File: src/rtl/rgb_pwm_pkg.sv
// ---------------------------------------------------------------------------
// rgb_pwm_pkg : register map and default widths for the RGB PWM controller
// Rev 1.0
// ---------------------------------------------------------------------------
`default_nettype none

package rgb_pwm_pkg;

    localparam int DEF_CNT_W   = 8;
    localparam int DEF_PRESC_W = 16;
    localparam int DEF_FADE_W  = 8;

    localparam logic [4:0] ADDR_CTRL      = 5'h00;
    localparam logic [4:0] ADDR_PRESCALE  = 5'h04;
    localparam logic [4:0] ADDR_TARGET_R  = 5'h08;
    localparam logic [4:0] ADDR_TARGET_G  = 5'h0C;
    localparam logic [4:0] ADDR_TARGET_B  = 5'h10;
    localparam logic [4:0] ADDR_FADE_RATE = 5'h14;
    localparam logic [4:0] ADDR_STATUS    = 5'h18;

    localparam int CTRL_EN      = 0;
    localparam int CTRL_FADE_EN = 1;

endpackage

`default_nettype wire

File: src/rtl/rgb_pwm_channel.sv
// ---------------------------------------------------------------------------
// rgb_pwm_channel : applied-duty register, boundary/fade update and compare
// Rev 1.0
// ---------------------------------------------------------------------------
`default_nettype none

module rgb_pwm_channel
    import rgb_pwm_pkg::*;
#(
    parameter int CNT_W = DEF_CNT_W
) (
    input  logic             clk,
    input  logic             rst_n,
    input  logic [CNT_W-1:0] cnt,
    input  logic [CNT_W-1:0] target,
    input  logic             boundary,
    input  logic             fade_step,
    input  logic             fade_en,
    input  logic             en,
    output logic             pwm,
    output logic             busy
);

    logic [CNT_W-1:0] applied;

    always_ff @(posedge clk or negedge rst_n) begin
        if (!rst_n) begin
            applied <= '0;
            pwm     <= 1'b0;
        end else begin
            pwm <= en & (cnt < applied);
            if (!en) begin
                applied <= target;
            end else if (boundary) begin
                if (!fade_en) begin
                    applied <= target;
                end else if (fade_step) begin
                    if (applied < target)
                        applied <= applied + 1'b1;
                    else if (applied > target)
                        applied <= applied - 1'b1;
                end
            end
        end
    end

    assign busy = (applied != target);

endmodule

`default_nettype wire

File: src/rtl/rgb_pwm_ctrl.sv
// ---------------------------------------------------------------------------
// rgb_pwm_ctrl : APB-slave PWM controller driving the three RGB LED inputs
// Rev 1.0
// ---------------------------------------------------------------------------
`default_nettype none

module rgb_pwm_ctrl
    import rgb_pwm_pkg::*;
#(
    parameter int CNT_W   = DEF_CNT_W,
    parameter int PRESC_W = DEF_PRESC_W,
    parameter int FADE_W  = DEF_FADE_W
) (
    input  logic        HCLK,
    input  logic        HRESETn,
    input  logic        PSEL,
    input  logic        PENABLE,
    input  logic        PWRITE,
    input  logic [4:0]  PADDR,
    input  logic [31:0] PWDATA,
    output logic [31:0] PRDATA,
    output logic        PREADY,
    output logic        PSLVERR,
    output logic [2:0]  pwm_out,
    output logic        fade_busy
);

    logic [1:0]              ctrl;
    logic [PRESC_W-1:0]      prescale;
    logic [PRESC_W-1:0]      psc;
    logic [2:0][CNT_W-1:0]   target;
    logic [FADE_W-1:0]       fade_rate;
    logic [FADE_W-1:0]       fade_cnt;
    logic [CNT_W-1:0]        cnt;
    logic [2:0]              busy;
    logic [4:0]              addr;
    logic                    wr;
    logic                    en;
    logic                    fade_en;
    logic                    tick;
    logic                    boundary;
    logic                    fade_step;
    logic                    unused_apb;

    assign addr       = {PADDR[4:2], 2'b00};
    assign wr         = PSEL & PENABLE & PWRITE;
    assign en         = ctrl[CTRL_EN];
    assign fade_en    = ctrl[CTRL_FADE_EN];
    assign PREADY     = 1'b1;
    assign PSLVERR    = 1'b0;
    assign unused_apb = ^{PWDATA, PADDR[1:0]};

    always_ff @(posedge HCLK or negedge HRESETn) begin
        if (!HRESETn) begin
            ctrl      <= '0;
            prescale  <= '0;
            target    <= '0;
            fade_rate <= '0;
        end else if (wr) begin
            case (addr)
                ADDR_CTRL:      ctrl      <= PWDATA[1:0];
                ADDR_PRESCALE:  prescale  <= PWDATA[PRESC_W-1:0];
                ADDR_TARGET_R:  target[0] <= PWDATA[CNT_W-1:0];
                ADDR_TARGET_G:  target[1] <= PWDATA[CNT_W-1:0];
                ADDR_TARGET_B:  target[2] <= PWDATA[CNT_W-1:0];
                ADDR_FADE_RATE: fade_rate <= PWDATA[FADE_W-1:0];
                default: ;
            endcase
        end
    end

    // >= compare lets a lowered PRESCALE fire immediately instead of wrapping psc
    assign tick      = en & (psc >= prescale);
    assign boundary  = tick & (cnt == {CNT_W{1'b1}});
    assign fade_step = boundary & (fade_cnt >= fade_rate);

    always_ff @(posedge HCLK or negedge HRESETn) begin
        if (!HRESETn) begin
            psc       <= '0;
            cnt       <= '0;
            fade_cnt  <= '0;
            fade_busy <= 1'b0;
        end else begin
            fade_busy <= |busy;
            if (!en) begin
                psc      <= '0;
                cnt      <= '0;
                fade_cnt <= '0;
            end else begin
                psc <= tick ? '0 : psc + 1'b1;
                if (tick)
                    cnt <= cnt + 1'b1;
                if (boundary) begin
                    if (!fade_en || fade_step)
                        fade_cnt <= '0;
                    else
                        fade_cnt <= fade_cnt + 1'b1;
                end
            end
        end
    end

    for (genvar i = 0; i < 3; i++) begin : g_chan
        rgb_pwm_channel #(
            .CNT_W (CNT_W)
        ) u_chan (
            .clk       (HCLK),
            .rst_n     (HRESETn),
            .cnt       (cnt),
            .target    (target[i]),
            .boundary  (boundary),
            .fade_step (fade_step),
            .fade_en   (fade_en),
            .en        (en),
            .pwm       (pwm_out[i]),
            .busy      (busy[i])
        );
    end

    always_comb begin
        PRDATA = '0;
        if (PSEL) begin
            case (addr)
                ADDR_CTRL:      PRDATA = 32'(ctrl);
                ADDR_PRESCALE:  PRDATA = 32'(prescale);
                ADDR_TARGET_R:  PRDATA = 32'(target[0]);
                ADDR_TARGET_G:  PRDATA = 32'(target[1]);
                ADDR_TARGET_B:  PRDATA = 32'(target[2]);
                ADDR_FADE_RATE: PRDATA = 32'(fade_rate);
                ADDR_STATUS:    PRDATA = 32'(cnt) | (32'(fade_busy) << 8);
                default:        PRDATA = '0;
            endcase
        end
    end

endmodule

`default_nettype wire

File: config.mk
export PLATFORM = sky130hd
export DESIGN_NAME = rgb_pwm_ctrl
export DESIGN_NICKNAME = d
export VERILOG_FILES = /design/src/rtl/rgb_pwm_pkg.sv /design/src/rtl/rgb_pwm_channel.sv /design/src/rtl/rgb_pwm_ctrl.sv
export SDC_FILE = /design/constraint.sdc
export NUM_CORES = 1
export LEC_CHECK = 0
export CORE_ASPECT_RATIO = 2
export CORE_UTILIZATION = 47
export DETAILED_ROUTE_END_ITERATION = 6
export DONT_BUFFER_PORTS = 1
export GPL_ROUTABILITY_DRIVEN = 0
export PLACE_DENSITY = 0.6
export SLEW_MARGIN = 15
export SYNTH_ARGS = -nofsm -noshare
export SYNTH_HDL_FRONTEND = slang
export SYNTH_HIERARCHICAL = 1
export SYNTH_SLANG_ARGS = --single-unit
File: constraint.sdc
create_clock -name HCLK -period 4.1 [get_ports HCLK]
set_input_delay 1.23 -clock HCLK [delete_from_list [all_inputs] [get_ports HCLK]]
set_output_delay 1.23 -clock HCLK [all_outputs]
set_load 0.02 [all_outputs]
==> impl_metrics.csv <==
group,metric,value,unit
route,vias,6386,
global_routing,overflow,0,
sta,max_freq,268,MHz
placed_design,dp_cells,1063,
global_routing,antenna_found_initial,1,
route,wl_per_cell,20.6,um
power,peakVddDrop,0.275,mV
worst_setup_path,endpoint_kind,"output pin",
hold_path,min_path_type,"reg2reg",
sta,setup_viol,0,
placed_design,io_buffer_count,0,
yosys,dominantRegCellSynth,"dfrtp_1",
global_routing,grt_use_met3,5.85,%
global_routing,met2_usage,48.0,%
worst_setup_path,crit_type,"in2out",
yosys,yosysWarnings,6,
layout,nets,1005,
global_routing,grtUsageMet1,26.6,%
sta,final-hold-violation-count,0,
yosys,synth_cells,859,
yosys,avgSynthCellArea,9.41,sq um
hold_path,min_from,"psc[0]",
hold_path,hold_path_depth,1,
sta,report.final.slew_viol_count,0,
worst_setup_path,r2r_cells,12,
sta,finClkSkew,0.00774,ns
yosys,ys_seq_area_share,34.1,%
sta,grt_setup_unrepaired,"false",
sta,post-route-period-util,91.0,%
yosys,synth_cell_type_count,70,
worst_setup_path,path_max_fanout,22,
worst_setup_path,r2r_slack,0.78,ns
global_routing,grt_pass1_vias,6652,
clock_tree,clk_latency,0.36,ns
worst_setup_path,startpoint_type,"primary input",
die,initial_core_util,48.2,%
clock_tree,holdBufCountCts,0,
yosys,yosysTopAreaCell,"dfrtp_1",
yosys,yosysTopAreaCellShare,34.1,%
route,wirelength,22200,um
clock_tree,clk_pin_slew,0.07,ns
flow_run,drv_cap,0,
worst_setup_path,rr_endpoint,"g_chan[2].u_chan/applied[7]",
hold_path,holdPathEnd,"psc[0]",
die,num_rows,67,
yosys,synth_area_leaders,"dfrtp_1 (34%), ha_1 (14%), mux2_2 (4.2%)",
clock_tree,cts_setup_buffers,0,
clock_tree,cts_resized,0,
die,coreArea,16800,sq um
sta,fin_tns_setup,0,ns
yosys,synth-edff-count,0,
sta,worstMarginPinSlew,0.715,ns
clock_tree,cts_made_buffers,9,
power,p_leak,4.12,nW
global_routing,grt_pass1_wl,34700,um
yosys,async_reset_ff_share,100,%
global_routing,grt_max_degree,111,
die,dieWidth,94.7,um
die,die_y,187,um
yosys,ys_ff_latch,110,
layout,final_cells,1078,
clock_tree,cts_htree_levels,3,
placed_design,dp_hpwl,17200,um
route,vias_per_cell,5.92,
yosys,synth_area,8080,sq um
sta,period_needed,3.73,ns
global_routing,top_usage_layer,"met2",
worst_setup_path,rr_startpoint,"target[23]",
power,powerDensity,641,nW/um^2
route,ant_nets,0,
die,io_pins,80,
global_routing,grt_use_total,26.3,%
outcome,status,"finished clean",
sta,slew_headroom,52.2,%
clock_tree,cts_sinks,110,
route,drc_errors,0,
die,dieArea,17800,sq um
worst_setup_path,worstSetupStartpoint,"PADDR[4]",
layout,syn2layout_area_growth,6.87,%
worst_setup_path,crit_required,2.87,ns
worst_setup_path,critPathArrivalTime,2.50,ns
clock_tree,clock_path_buffers,2,
clock_tree,cts-root-buf,"clkbuf_16",
route,drt_iter0_drc,343,
clock_tree,cts_tree,"yes",
route,firstDrtPassIters,5,
layout,drive_gt1_share,13.2,%
-- cells in the final DEF (no fill, tap or decap), drive strengths merged, types with 3 or more instances in the layout --
master	netlist	final
nor3b	7	7
and4	4	4
clkbuf	13	10
a221oi	16	16
and2	14	14
nor3	10	10
o22ai	6	6
mux2i	8	8
a211oi	11	11
ha	93	93
o211ai	8	8
a31oi	11	11
a22o	3	3
xor2	17	17
a22oi	4	4
and3	12	12
nand2b	9	9
nand3	24	24
xnor2	20	20
nand4b	3	3
nand2	79	79
a211o	6	6
a21o	24	24
conb	2	18
fa	3	3
or4b	3	3
o21bai	3	3
o21ai	58	58
nor2	70	70
mux2	33	33
o21a	4	4
dfrtp	110	110
inv	77	77
a21oi	34	34
nand4	11	11
nor2b	6	6
buf	27	21
-- worst max-delay path by stage --
stage                endpoint  slack, ns  cells after the start
detailed placement  PRDATA[3]       0.43                      7
global route        PRDATA[3]       0.20                      7
CTS                 PRDATA[3]       0.43                      7
global placement    PRDATA[3]       0.37                      7
finish              PRDATA[3]       0.37                      7
floorplan           PRDATA[2]       0.15                      6
-- worst max-delay path: stages --
cell and delay (ns):
inv_1 0.15, nor2_1 0.15, a221oi_1 0.26, a21oi_1 0.07
a311oi_1 0.30, nor2_1 0.13, buf_4 0.20
-- final cells by class --
cell class / instances / area (sq um)
multi-input cells: 648 / 4860
inverters: 77 / 289
diodes: 1 / 2.50
well taps: 207 / 259
flip-flops and latches: 110 / 2750
repair buffers: 21 / 158
clock buffers: 10 / 239
fillers: 1600 / 8130
clock inverters: 4 / 72.6
-- registers in the layout, summed over array words and instances (netlist names), 2 cells and up --
name / cells
g_chan.u_chan/applied: 24
prescale: 16
target: 24
ctrl: 2
fade_cnt: 8
psc: 16
cnt: 8
g_chan.u_chan/pwm: 3
fade_rate: 8
-- power by group --
group          internal, W  switching [W]
logic              0.00133        0.00164
clock network     0.000545       0.000410
registers          0.00131       0.000298
total              0.00319        0.00235
-- metrics by stage --
stage               setup WS (ns)  power [W]  hold WS [ns]  cell area [sq um]  util, %
floorplan                   0.153    0.00393         0.485               8140        -
global placement            0.366    0.00443         0.528               8320     49.6
detailed placement          0.427    0.00459         0.545               8320     49.6
CTS                         0.427    0.00557         0.547               8630     51.5
global route                0.204    0.00596         0.541               8630     51.5
finish                      0.369    0.00554         0.545               8640     51.5
-- synthesized netlist by cell type, types with 7 or more instances --
cell type / count
o21ai_0: 41
mux2i_1: 8
xor2_1: 17
a21oi_1: 24
and2_1: 11
clkbuf_1: 10
nand3_1: 21
and3_1: 12
a221oi_1: 10
o21ai_1: 13
inv_1: 77
a211oi_1: 11
a21oi_2: 7
nand2_1: 79
nor3_1: 9
nand2b_1: 8
a21o_1: 18
ha_1: 93
nand4_1: 11
mux2_2: 30
xnor2_1: 17
a31oi_1: 11
dfrtp_1: 110
buf_4: 21
nor2_1: 67
-- routing by layer --
layer  vias up  wire (um)
li1       3031          -
met1      3136       7950
met2       153      12100
met3        64       1010
met4         2       1180
met5         -          8
-- cell families after synthesis --
logic type	after synthesis	share of synthesized area, %
AO/OA/AOI/OAI	199	18.1
XOR/XNOR	37	4.29
adder cells (fa/ha/maj)	96	15.1
buffers and inverters	117	6.52
flip-flops	110	34.1
multiplexers	42	5.87
other	2	0.0929
AND/OR/NAND/NOR	256	16.0
No activity file was read; power rests on OpenSTA's default activity.
